`config.mk`:
```
export PLATFORM = sky130hd
export DESIGN_NAME = mult_err_monitor_flat
export DESIGN_NICKNAME = d
export VERILOG_FILES = /design/src/rtl/mult_err_monitor_pkg.sv /design/src/rtl/mult_err_monitor_if.sv /design/src/rtl/mult_err_monitor_exact_mult_ref.sv /design/src/rtl/mult_err_monitor.sv /design/src/flat_wrapper.sv
export SDC_FILE = /design/constraint.sdc
export NUM_CORES = 1
export LEC_CHECK = 0
export CAP_MARGIN = 10
export CORE_MARGIN = 10
export CORE_UTILIZATION = 61
export DETAILED_ROUTE_END_ITERATION = 10
export GPL_ROUTABILITY_DRIVEN = 0
export PLACE_DENSITY = 0.83
export SLEW_MARGIN = 40
export SYNTH_ARGS = -nofsm -noshare
export SYNTH_HDL_FRONTEND = slang
export SYNTH_SLANG_ARGS = --single-unit
```
`constraint.sdc`:
```
create_clock -name clk -period 18.5 [get_ports clk]
set_clock_uncertainty 0.15 [all_clocks]
set_input_delay 4.625 -clock clk [delete_from_list [all_inputs] [get_ports clk]]
set_output_delay 4.625 -clock clk [all_outputs]
set_load 0.1 [all_outputs]
```
`src/rtl/mult_err_monitor_pkg.sv`:
```
// Shared types for the multiplier error monitor.
// Operand width default and FSM state encodings.
package mult_err_monitor_pkg;

  localparam int OP_W_DEF = 8;
  localparam int P_W_DEF  = 2 * OP_W_DEF;

  typedef enum logic [1:0] {
    IDLE  = 2'd0,
    RUN   = 2'd1,
    DRAIN = 2'd2,
    DONE  = 2'd3
  } state_t;

endpackage

```
`src/rtl/mult_err_monitor_if.sv`:
```
// Sample stream (a, b, y) with valid/ready handshake.
// master drives valid/a/b/y; slave drives ready.
interface mult_err_monitor_if
  import mult_err_monitor_pkg::*;
#(
  parameter int OP_W = OP_W_DEF
) ();

  logic              in_valid;
  logic              in_ready;
  logic [OP_W-1:0]   in_a;
  logic [OP_W-1:0]   in_b;
  logic [2*OP_W-1:0] in_y;

  modport master (
    output in_valid, in_a, in_b, in_y,
    input  in_ready
  );

  modport slave (
    input  in_valid, in_a, in_b, in_y,
    output in_ready
  );

endinterface

```
`src/rtl/mult_err_monitor_exact_mult_ref.sv`:
```
// exact_mult_ref: combinational unsigned OP_W x OP_W multiplier.
// Ports: a, b (OP_W) in; p (2*OP_W) out.
module exact_mult_ref
  import mult_err_monitor_pkg::*;
#(
  parameter int OP_W = OP_W_DEF
) (
  input  logic [OP_W-1:0]   a,
  input  logic [OP_W-1:0]   b,
  output logic [2*OP_W-1:0] p
);

  logic [2*OP_W-1:0] a_x;
  logic [2*OP_W-1:0] b_x;

  assign a_x = {{OP_W{1'b0}}, a};
  assign b_x = {{OP_W{1'b0}}, b};
  assign p   = a_x * b_x;

endmodule

```
`src/rtl/mult_err_monitor.sv`:
```
// Streaming checker: recomputes a*b, accumulates sample/error counts,
// ED sum (saturating) and, with ERR_MAX_TRACK_EN defined, max ED.
// Ports: clk, rst_n, start, bus (slave: in_valid/in_ready/in_a/in_b/in_y),
// busy, done, sample_cnt, err_cnt, ed_sum, ed_max.
module mult_err_monitor
  import mult_err_monitor_pkg::*;
#(
  parameter int OP_W      = OP_W_DEF,
  parameter int N_SAMPLES = 65536,
  parameter int CNT_W     = 17,
  parameter int ACC_W     = 40
) (
  input  logic               clk,
  input  logic               rst_n,
  input  logic               start,
  mult_err_monitor_if.slave  bus,
  output logic               busy,
  output logic               done,
  output logic [CNT_W-1:0]   sample_cnt,
  output logic [CNT_W-1:0]   err_cnt,
  output logic [ACC_W-1:0]   ed_sum,
  output logic [2*OP_W-1:0]  ed_max
);

  localparam int P_W = 2 * OP_W;
  localparam logic [CNT_W-1:0] N_LAST = CNT_W'(N_SAMPLES - 1);

  state_t           state;
  logic [CNT_W-1:0] acc_cnt;
  logic             drain_cnt;
  logic             ready_q;
  logic             accept;
  logic             start_ok;

  logic             s1_v;
  logic [OP_W-1:0]  s1_a;
  logic [OP_W-1:0]  s1_b;
  logic [P_W-1:0]   s1_y;
  logic             s2_v;
  logic [P_W-1:0]   s2_ed;
  logic             s2_err;

  logic [P_W-1:0]   exact;
  logic [P_W-1:0]   ed_c;
  logic [ACC_W:0]   sum_c;

  assign bus.in_ready = ready_q;
  assign accept   = bus.in_valid & ready_q;
  assign start_ok = start & ((state == IDLE) | (state == DONE));

  always_ff @(posedge clk or negedge rst_n) begin
    if (!rst_n) begin
      state     <= IDLE;
      acc_cnt   <= '0;
      drain_cnt <= 1'b0;
      ready_q   <= 1'b0;
      busy      <= 1'b0;
      done      <= 1'b0;
    end else begin
      case (state)
        IDLE, DONE: begin
          if (start) begin
            state   <= RUN;
            acc_cnt <= '0;
            ready_q <= 1'b1;
            busy    <= 1'b1;
            done    <= 1'b0;
          end
        end
        RUN: begin
          if (accept) begin
            acc_cnt <= acc_cnt + CNT_W'(1);
            if (acc_cnt == N_LAST) begin
              ready_q   <= 1'b0;
              drain_cnt <= 1'b0;
              state     <= DRAIN;
            end
          end
        end
        DRAIN: begin
          // two cycles lets the last sample clear S1 and S2
          if (drain_cnt) begin
            state <= DONE;
            busy  <= 1'b0;
            done  <= 1'b1;
          end else begin
            drain_cnt <= 1'b1;
          end
        end
        default: state <= IDLE;
      endcase
    end
  end

  exact_mult_ref #(.OP_W(OP_W)) u_ref (
    .a (s1_a),
    .b (s1_b),
    .p (exact)
  );

  assign ed_c  = (exact >= s1_y) ? (exact - s1_y) : (s1_y - exact);
  assign sum_c = {1'b0, ed_sum} + (ACC_W+1)'(s2_ed);

  always_ff @(posedge clk or negedge rst_n) begin
    if (!rst_n) begin
      s1_v       <= 1'b0;
      s1_a       <= '0;
      s1_b       <= '0;
      s1_y       <= '0;
      s2_v       <= 1'b0;
      s2_ed      <= '0;
      s2_err     <= 1'b0;
      sample_cnt <= '0;
      err_cnt    <= '0;
      ed_sum     <= '0;
    end else if (start_ok) begin
      s1_v       <= 1'b0;
      s2_v       <= 1'b0;
      sample_cnt <= '0;
      err_cnt    <= '0;
      ed_sum     <= '0;
    end else begin
      s1_v <= accept;
      if (accept) begin
        s1_a <= bus.in_a;
        s1_b <= bus.in_b;
        s1_y <= bus.in_y;
      end
      s2_v <= s1_v;
      if (s1_v) begin
        s2_ed  <= ed_c;
        s2_err <= |ed_c;
      end
      if (s2_v) begin
        sample_cnt <= sample_cnt + CNT_W'(1);
        err_cnt    <= err_cnt + CNT_W'(s2_err);
        // sticky clamp once the carry out is seen
        ed_sum     <= sum_c[ACC_W] ? '1 : sum_c[ACC_W-1:0];
      end
    end
  end

`ifdef ERR_MAX_TRACK_EN
  always_ff @(posedge clk or negedge rst_n) begin
    if (!rst_n) begin
      ed_max <= '0;
    end else if (start_ok) begin
      ed_max <= '0;
    end else if (s2_v && (s2_ed > ed_max)) begin
      ed_max <= s2_ed;
    end
  end
`else
  assign ed_max = '0;
`endif

endmodule

```
`src/flat_wrapper.sv`:
```
// flat-port wrapper written by rule: the top's interface ports become plain ports
module mult_err_monitor_flat import mult_err_monitor_pkg::*;
#(
  parameter int OP_W      = OP_W_DEF,
  parameter int N_SAMPLES = 65536,
  parameter int CNT_W     = 17,
  parameter int ACC_W     = 40
)
  (clk, rst_n, start, busy, done, sample_cnt, err_cnt, ed_sum, ed_max, bus_in_valid, bus_in_a, bus_in_b, bus_in_y, bus_in_ready);
  mult_err_monitor_if #(.OP_W(OP_W)) bus_i ();
  input  logic clk;
  input  logic rst_n;
  input  logic start;
  output logic busy;
  output logic done;
  output logic [CNT_W-1:0] sample_cnt;
  output logic [CNT_W-1:0] err_cnt;
  output logic [ACC_W-1:0] ed_sum;
  output logic [2*OP_W-1:0] ed_max;
  input wire logic [$bits(bus_i.in_valid)-1:0] bus_in_valid;
  input wire logic [$bits(bus_i.in_a)-1:0] bus_in_a;
  input wire logic [$bits(bus_i.in_b)-1:0] bus_in_b;
  input wire logic [$bits(bus_i.in_y)-1:0] bus_in_y;
  output wire logic [$bits(bus_i.in_ready)-1:0] bus_in_ready;
  assign bus_i.in_valid = bus_in_valid;
  assign bus_i.in_a = bus_in_a;
  assign bus_i.in_b = bus_in_b;
  assign bus_i.in_y = bus_in_y;
  assign bus_in_ready = bus_i.in_ready;
  mult_err_monitor #(.OP_W(OP_W), .N_SAMPLES(N_SAMPLES), .CNT_W(CNT_W), .ACC_W(ACC_W)) u_core (.clk(clk), .rst_n(rst_n), .start(start), .bus(bus_i), .busy(busy), .done(done), .sample_cnt(sample_cnt), .err_cnt(err_cnt), .ed_sum(ed_sum), .ed_max(ed_max));
endmodule
```
==> metrics.yaml, run 1 <==
grt_pass1_vias: 9031
grt_max_degree: 90
r2r_slack_ns: 11.12
setup_tns_ns: 0
drt_iter0_drc: 578
track_usage_pct: 21.98
synth_edf_count: 0
critical_path_arrival_ns: 7.53
hp-start: "u_core.s2_ed[9]"
yosysWarningCount: 0
synth_xor_area_share_pct: 6.081
antenna_found_initial: 1
worstSetupPathType: "flip-flop to flip-flop"
overflow: 0
coreArea_um2: 17420
status: "finished, final reports clean"
stdcell_count: 1519
drv_slew: 0
synthFlopType: "dfrtp_1"
setup_violations: 0
max_clock_freq_ghz: 0.1355
cts_setup_buffers: 0
ys_ff_latch: 148
clock_sinks: 148
die_w_um: 154.0
worstPathRequired_ns: 18.65
tightestPinTransition_ns: 0.7517
antenna_cells: 0
path_clk_slew_ns: 0.06
crit_fanout: 18
routedWlPerCell_um: 17.21
vias_per_cell: 5.907
cts_root_buf: "clkbuf_16"
synth_compound_area_share_pct: 14.49
rows: 48
numCtsBuffers: 17
htreeDepth: 4
muxShareOfSynthArea_pct: 3.692
initial_core_util_pct: 62.85
r2r_end: "u_core.s2_err"
drv_cap: 0
hp-class: "flip-flop to flip-flop"
rr_worst_depth: 26
n_fill_cell: 1340
hold_buffers: 0
drive_above_1_share_pct: 12.13
period_share_pct: 39.90
worstSkewPairLatency_ns: 0.43
grt_first_pass_wirelength_um: 44150
grt_setup_unrepaired: "no"
die-area_um2: 23700
synth_cell_types: 72
die_h_um: 154.0
synth_cells: 1186
wl_um: 26140
hpwl_um: 19700
vias: 8973
synth_fa_ha_area_share_pct: 17.53
ys_seq_area_share_pct: 33.83
dr.pass1.iters: 5
end_kind: "flip-flop"
num_io_pins: 129
cts_resized: 0
io_buffers: 112
synthSimpleGateAreaFrac_pct: 17.99
r2r-start: "u_core.s1_a[1]"
whs_endpoint: "u_core.s2_ed[9]"
syn-cell-area_um2: 10950
finalHoldViolCount: 0
syn2layout_area_growth_pct: 13.20
route.detailed.drc: 0
worstSetupStartpointType: "flip-flop"
synth_top_family_by_area: "simple AND/OR/NAND/NOR gates"
cts_buffer_depth: 2
ant_nets: 0
cts_tree: "built"
hold_path_depth: 2
avgSynthCellArea_um2: 9.230
place_inst: 1488
fin_crit_ns: 7.381
slew_headroom_pct: 49.88
async_reset_ff_share_pct: 100.0
fin_nets: 1448
worst max path at each step:
stage                    from              to  slack (ns)  cells after the start
2_1_floorplan  u_core.s1_a[1]   u_core.s2_err       11.77                     27
3_3_place_gp            start  u_core.s1_a[7]       11.05                      4
3_5_place_dp            start   u_core.s2_err       11.04                      8
4_1_cts        u_core.s1_a[1]   u_core.s2_err       11.14                     26
5_1_grt        u_core.s1_a[1]   u_core.s2_err       10.60                     25
6_report       u_core.s1_a[1]   u_core.s2_err       11.12                     26
synth_stat cells (all sizes together), types with 3 or more instances:
cell type,instances,area (um2)
or3,17,106.4
a311oi,8,70.07
o21a,3,22.52
o31a,3,26.28
a221oi,7,61.31
and4,7,61.31
nand2,95,375.4
nor3b,3,22.52
mux2,19,214.0
or2,6,37.54
fa,39,780.8
o41ai,3,26.28
o21ai,81,405.4
nor2,82,317.8
mux2i,19,190.2
xnor2,33,289.0
nand2b,5,31.28
nand3,27,147.6
dfrtp,148,3704
a21oi,66,330.3
inv,111,416.7
and2,60,375.4
nor3,19,95.09
nor2b,6,37.54
clkbuf,28,106.4
o21bai,4,30.03
nand4,20,125.1
ha,91,1139
and3,22,142.6
o2111ai,3,26.28
buf,25,171.4
a211oi,6,45.04
xor2,43,376.6
nor4,4,61.31
a21o,20,150.1
o211a,3,30.03
a31oi,22,137.6
stage by stage:
stage | hold slack [ns] | area (um2) | utilization [%] | setup slack [ns]
final | 0.3348 | 12390 | 71.15 | 11.12
after global routing | 0.3732 | 12390 | 71.15 | 10.60
after CTS | 0.3410 | 12380 | 71.07 | 11.14
after detailed placement | 0.3280 | 11790 | 67.67 | 11.04
after global placement | 0.3275 | 12150 | 69.78 | 11.05
after floorplan | 0.3038 | 11000 | - | 11.77
state kept, by name, indices dropped and copies added (netlist names):
signal	count
u_core.s1_b	8
u_core.err_cnt	17
u_core.bus.in_ready	1
u_core.sample_cnt	17
u_core.s2_v	1
u_core.ed_sum	40
u_core.busy	1
u_core.s1_v	1
u_core.acc_cnt	17
u_core.done	1
u_core.s1_a	8
u_core.s1_y	16
u_core.drain_cnt	1
u_core.state	2
u_core.s2_ed	16
u_core.s2_err	1
worst max-delay path, cell delays in order (launching register included):
cell	delay [ns]
dfrtp_1	0.48
and2_1	0.23
fa_1	0.45
fa_1	0.54
inv_1	0.05
fa_1	0.47
fa_1	0.56
inv_1	0.05
ha_1	0.32
a21oi_1	0.23
o21bai_1	0.09
a21oi_1	0.22
nor2b_1	0.09
o2111ai_1	0.18
nand2_1	0.10
or2_2	0.31
xor2_1	0.17
ha_1	0.41
a21oi_1	0.15
o211ai_1	0.27
a2111oi_4	0.10
nor2_4	0.52
mux2_2	0.40
a31oi_1	0.17
xor2_1	0.28
and3_1	0.21
a21oi_1	0.07
routing by layer:
layer	vias to the layer above	share of wire [%]	track usage, %
li1	4262	-	-
met1	4366	43	27.67
met2	293	49	37.10
met3	50	6.0	4.463
met4	2	2.1	6.703
met5	-	0.065	0
cell type report:
| cell class | instances | area, um2 | area share [%] |
|---|---|---|---|
| Clock buffer | 20 | 466.7 | 3.766 |
| Inverter | 111 | 416.7 | 3.362 |
| Tap cell | 225 | 281.5 | 2.272 |
| Multi-Input combinational cell | 889 | 6625 | 53.46 |
| Clock inverter | 11 | 125.1 | 1.010 |
| Timing Repair Buffer | 115 | 773.2 | 6.240 |
| Sequential cell | 148 | 3704 | 29.89 |
cell families (layout without fill, tap and decap cells):
logic type / count (synthesis) / in the layout
AO/OA/AOI/OAI: 252 / 252
XOR/XNOR: 76 / 76
adder cells (fa/ha/maj): 130 / 130
buffers and inverters: 164 / 257
flip-flops: 148 / 148
multiplexers: 38 / 38
other: 1 / 16
AND/OR/NAND/NOR: 377 / 377
cell usage in the layout, fill, tap and decap left out, types with 19 or more instances in the layout:
cell type / count
dfrtp_1: 148
inv_1: 111
nand2_1: 92
ha_1: 91
o21ai_0: 80
nor2_1: 78
buf_2: 77
a21oi_1: 66
and2_1: 58
xor2_1: 43
fa_1: 39
clkdlybuf4s50_1: 34
xnor2_1: 33
nand3_1: 26
a31oi_1: 22
and3_1: 21
a21o_1: 20
nand4_1: 20
nor3_1: 19
mux2i_1: 19
mux2_2: 19
Power of run 1 is left out: the tool's default activity adds up to more than one toggle a clock period on the data nets, which glitch-free logic cannot reach.
==> inputs of run 2 (changes only) <==
--- a/config.mk
+++ b/config.mk
@@ -7,10 +7,10 @@
 export LEC_CHECK = 0
 export CAP_MARGIN = 10
 export CORE_MARGIN = 10
-export CORE_UTILIZATION = 61
+export CORE_UTILIZATION = 58
 export DETAILED_ROUTE_END_ITERATION = 10
 export GPL_ROUTABILITY_DRIVEN = 0
-export PLACE_DENSITY = 0.83
+export PLACE_DENSITY = 0.79
 export SLEW_MARGIN = 40
 export SYNTH_ARGS = -nofsm -noshare
 export SYNTH_HDL_FRONTEND = slang
==> constraint.sdc (replaced) <==
create_clock -name clk -period 7.1 [get_ports clk]
set_clock_uncertainty 0.15 [all_clocks]
set_input_delay 1.775 -clock clk [delete_from_list [all_inputs] [get_ports clk]]
set_output_delay 1.775 -clock clk [all_outputs]
set_load 0.1 [all_outputs]
==> metrics.yaml, run 2 (synthesis results as in run 1) <==
status: "finished, final reports clean"  # unchanged
tightestPinTransition_ns: 0.7950  # was 0.7517 ns
coreArea_um2: 18640  # was 17420 um2
vias: 8978  # was 8973
antenna_found_initial: 1  # unchanged
drt_iter0_drc: 629  # was 578
die_w_um: 157.4  # was 154.0 um
slew_headroom_pct: 46.33  # was 49.88%
clock_sinks: 148  # unchanged
placed_cell_area_um2: 11840  # was 11790 um2
worstSetupPathType: "flip-flop to flip-flop"  # unchanged
cts_buffer_depth: 2  # unchanged
path_clk_slew_ns: 0.07  # was 0.06 ns
rr_worst_depth: 27  # was 26
crit_start: "u_core.s1_a[1]"  # unchanged
route.detailed.drc: 0  # unchanged
hold_path_depth: 2  # unchanged
grt_first_pass_wirelength_um: 43060  # was 44150 um
final_common_cell: "dfrtp_1"  # unchanged
wl_um: 25780  # was 26140 um
hp-start: "u_core.s2_ed[2]"  # was u_core.s2_ed[9]
overflow: 0  # unchanged
drv_cap: 0  # unchanged
critical_path_arrival_ns: 7.02  # was 7.53 ns
fin_util_pct: 67.37  # was 71.15%
layout_common_cells: "dfrtp_1 (138), inv_1 (111), nand2_1 (92), ha_1 (91), o21ai_0 (80)"  # was dfrtp_1 (148), inv_1 (111), nand2_1 (92), ha_1 (91), o21ai_0 (80)
grt_max_degree: 91  # was 90
worstPathRequired_ns: 7.26  # was 18.65 ns
syn2layout_area_growth_pct: 14.73  # was 13.20%
initial_core_util_pct: 58.72  # was 62.85%
finalHoldViolCount: 0  # unchanged
routedWlPerCell_um: 16.67  # was 17.21 um
die_h_um: 157.4  # was 154.0 um
die-area_um2: 24770  # was 23700 um2
crit_fanout: 13  # was 18
period_share_pct: 96.59  # was 39.90%
drv_slew: 0  # unchanged
max_clock_freq_ghz: 0.1458  # was 0.1355 GHz
vias_per_cell: 5.807  # was 5.907
largest_register_ffs: 40  # unchanged
top_register: "u_core.ed_sum"  # unchanged
io_buffers: 112  # unchanged
rows: 50  # was 48
hp-class: "flip-flop to flip-flop"  # unchanged
numCtsBuffers: 17  # unchanged
hpwl_um: 19250  # was 19700 um
htreeDepth: 4  # unchanged
drive_above_1_share_pct: 14.48  # was 12.13%
fin_nets: 1465  # was 1448
fin_crit_ns: 6.858  # was 7.381 ns
num_io_pins: 129  # unchanged
r2r-start: "u_core.s1_a[1]"  # unchanged
setup_violations: 0  # unchanged
worstSetupStartpointType: "flip-flop"  # unchanged
r2r_slack_ns: 0.24  # was 11.12 ns
track_usage_pct: 21.05  # was 21.98%
cts_root_buf: "clkbuf_16"  # unchanged
fin_area_um2: 12560  # was 12390 um2
dr.pass1.iters: 5  # unchanged
antenna_cells: 0  # unchanged
ant_nets: 0  # unchanged
grt_pass1_vias: 8864  # was 9031
hold_buffers: 0  # unchanged
worstSkewPairLatency_ns: 0.43  # about the same
cts_tree: "built"  # unchanged
end_kind: "flip-flop"  # unchanged
## run 2: changes by cell type in the layout (fill, tap and decap cells not counted), sizes merged
cell | before | now
buf | 80 | 97
inv | 114 | 118
bufinv | 2 | 0
clkbuf | 21 | 19
clkinv | 4 | 5
## run 2: area by class of cell
class / count / area, um2
Clock buffer: 18 / 439.2
Tap cell: 234 / 292.8
Multi-Input combinational cell: 889 / 6654
Fill cell: 1465 / 6083
Inverter: 111 / 416.7
Timing Repair Buffer: 132 / 922.1
Clock inverter: 14 / 118.9
Sequential cell: 148 / 3716
## run 2: timing repair
action / in CTS / in global routing
gates resized for setup: 0 / 16
setup endpoints to repair: 1 / 12
setup buffers: 3 / 7
pin swaps: 2 / 5
## run 2: final timing paths
| kind | to |
|---|---|
| max in group asynchronous | u_core.s1_y[15] |
| worst max-delay path | u_core.s2_err |
| worst max register to register | u_core.s2_err |
| worst min register to register | u_core.s2_ed[2] |
| min in group asynchronous | u_core.ed_sum[37] |
| worst min-delay path | u_core.s2_ed[2] |
## run 2: stage by stage
step / hold WS, ns / worst slack (ns) / TNS [ns] / std cells
floorplan: 0.3038 / 0.3727 / 0 / 1201
global placement: 0.3184 / 0.1519 / 0 / 1502
detailed placement: 0.3273 / -0.03602 / -0.03602 / 1503
CTS: 0.3408 / 0.03956 / 0 / 1538
global route: 0.3713 / -0.08350 / -0.08350 / 1546
finish: 0.3379 / 0.2422 / 0 / 1546
## run 2: critical path: stages, from the launching register on
cell	delay, ns
dfrtp_2	0.45
and2_1	0.19
fa_1	0.45
fa_1	0.54
inv_1	0.05
fa_1	0.47
fa_1	0.54
inv_1	0.04
ha_1	0.33
a21oi_2	0.17
o21bai_1	0.09
a21oi_2	0.15
nor2b_1	0.07
o2111ai_1	0.16
nand2_1	0.09
or2_2	0.31
xor2_1	0.16
ha_1	0.35
a21oi_4	0.16
o211ai_1	0.14
a2111oi_4	0.46
nor2_4	0.12
buf_12	0.18
o31ai_2	0.25
xor2_1	0.20
nand4_1	0.10
nor4_1	0.27
a21oi_1	0.10
## run 2: per-layer routing
layer	wire length, um	up-vias	global-route usage, %
met4	453	2	6.189
met2	12230	281	34.14
li1	-	4310	-
met5	13	-	0
met1	11590	4335	27.80
met3	1492	50	4.367
Power of run 2 is left out for the same reason.
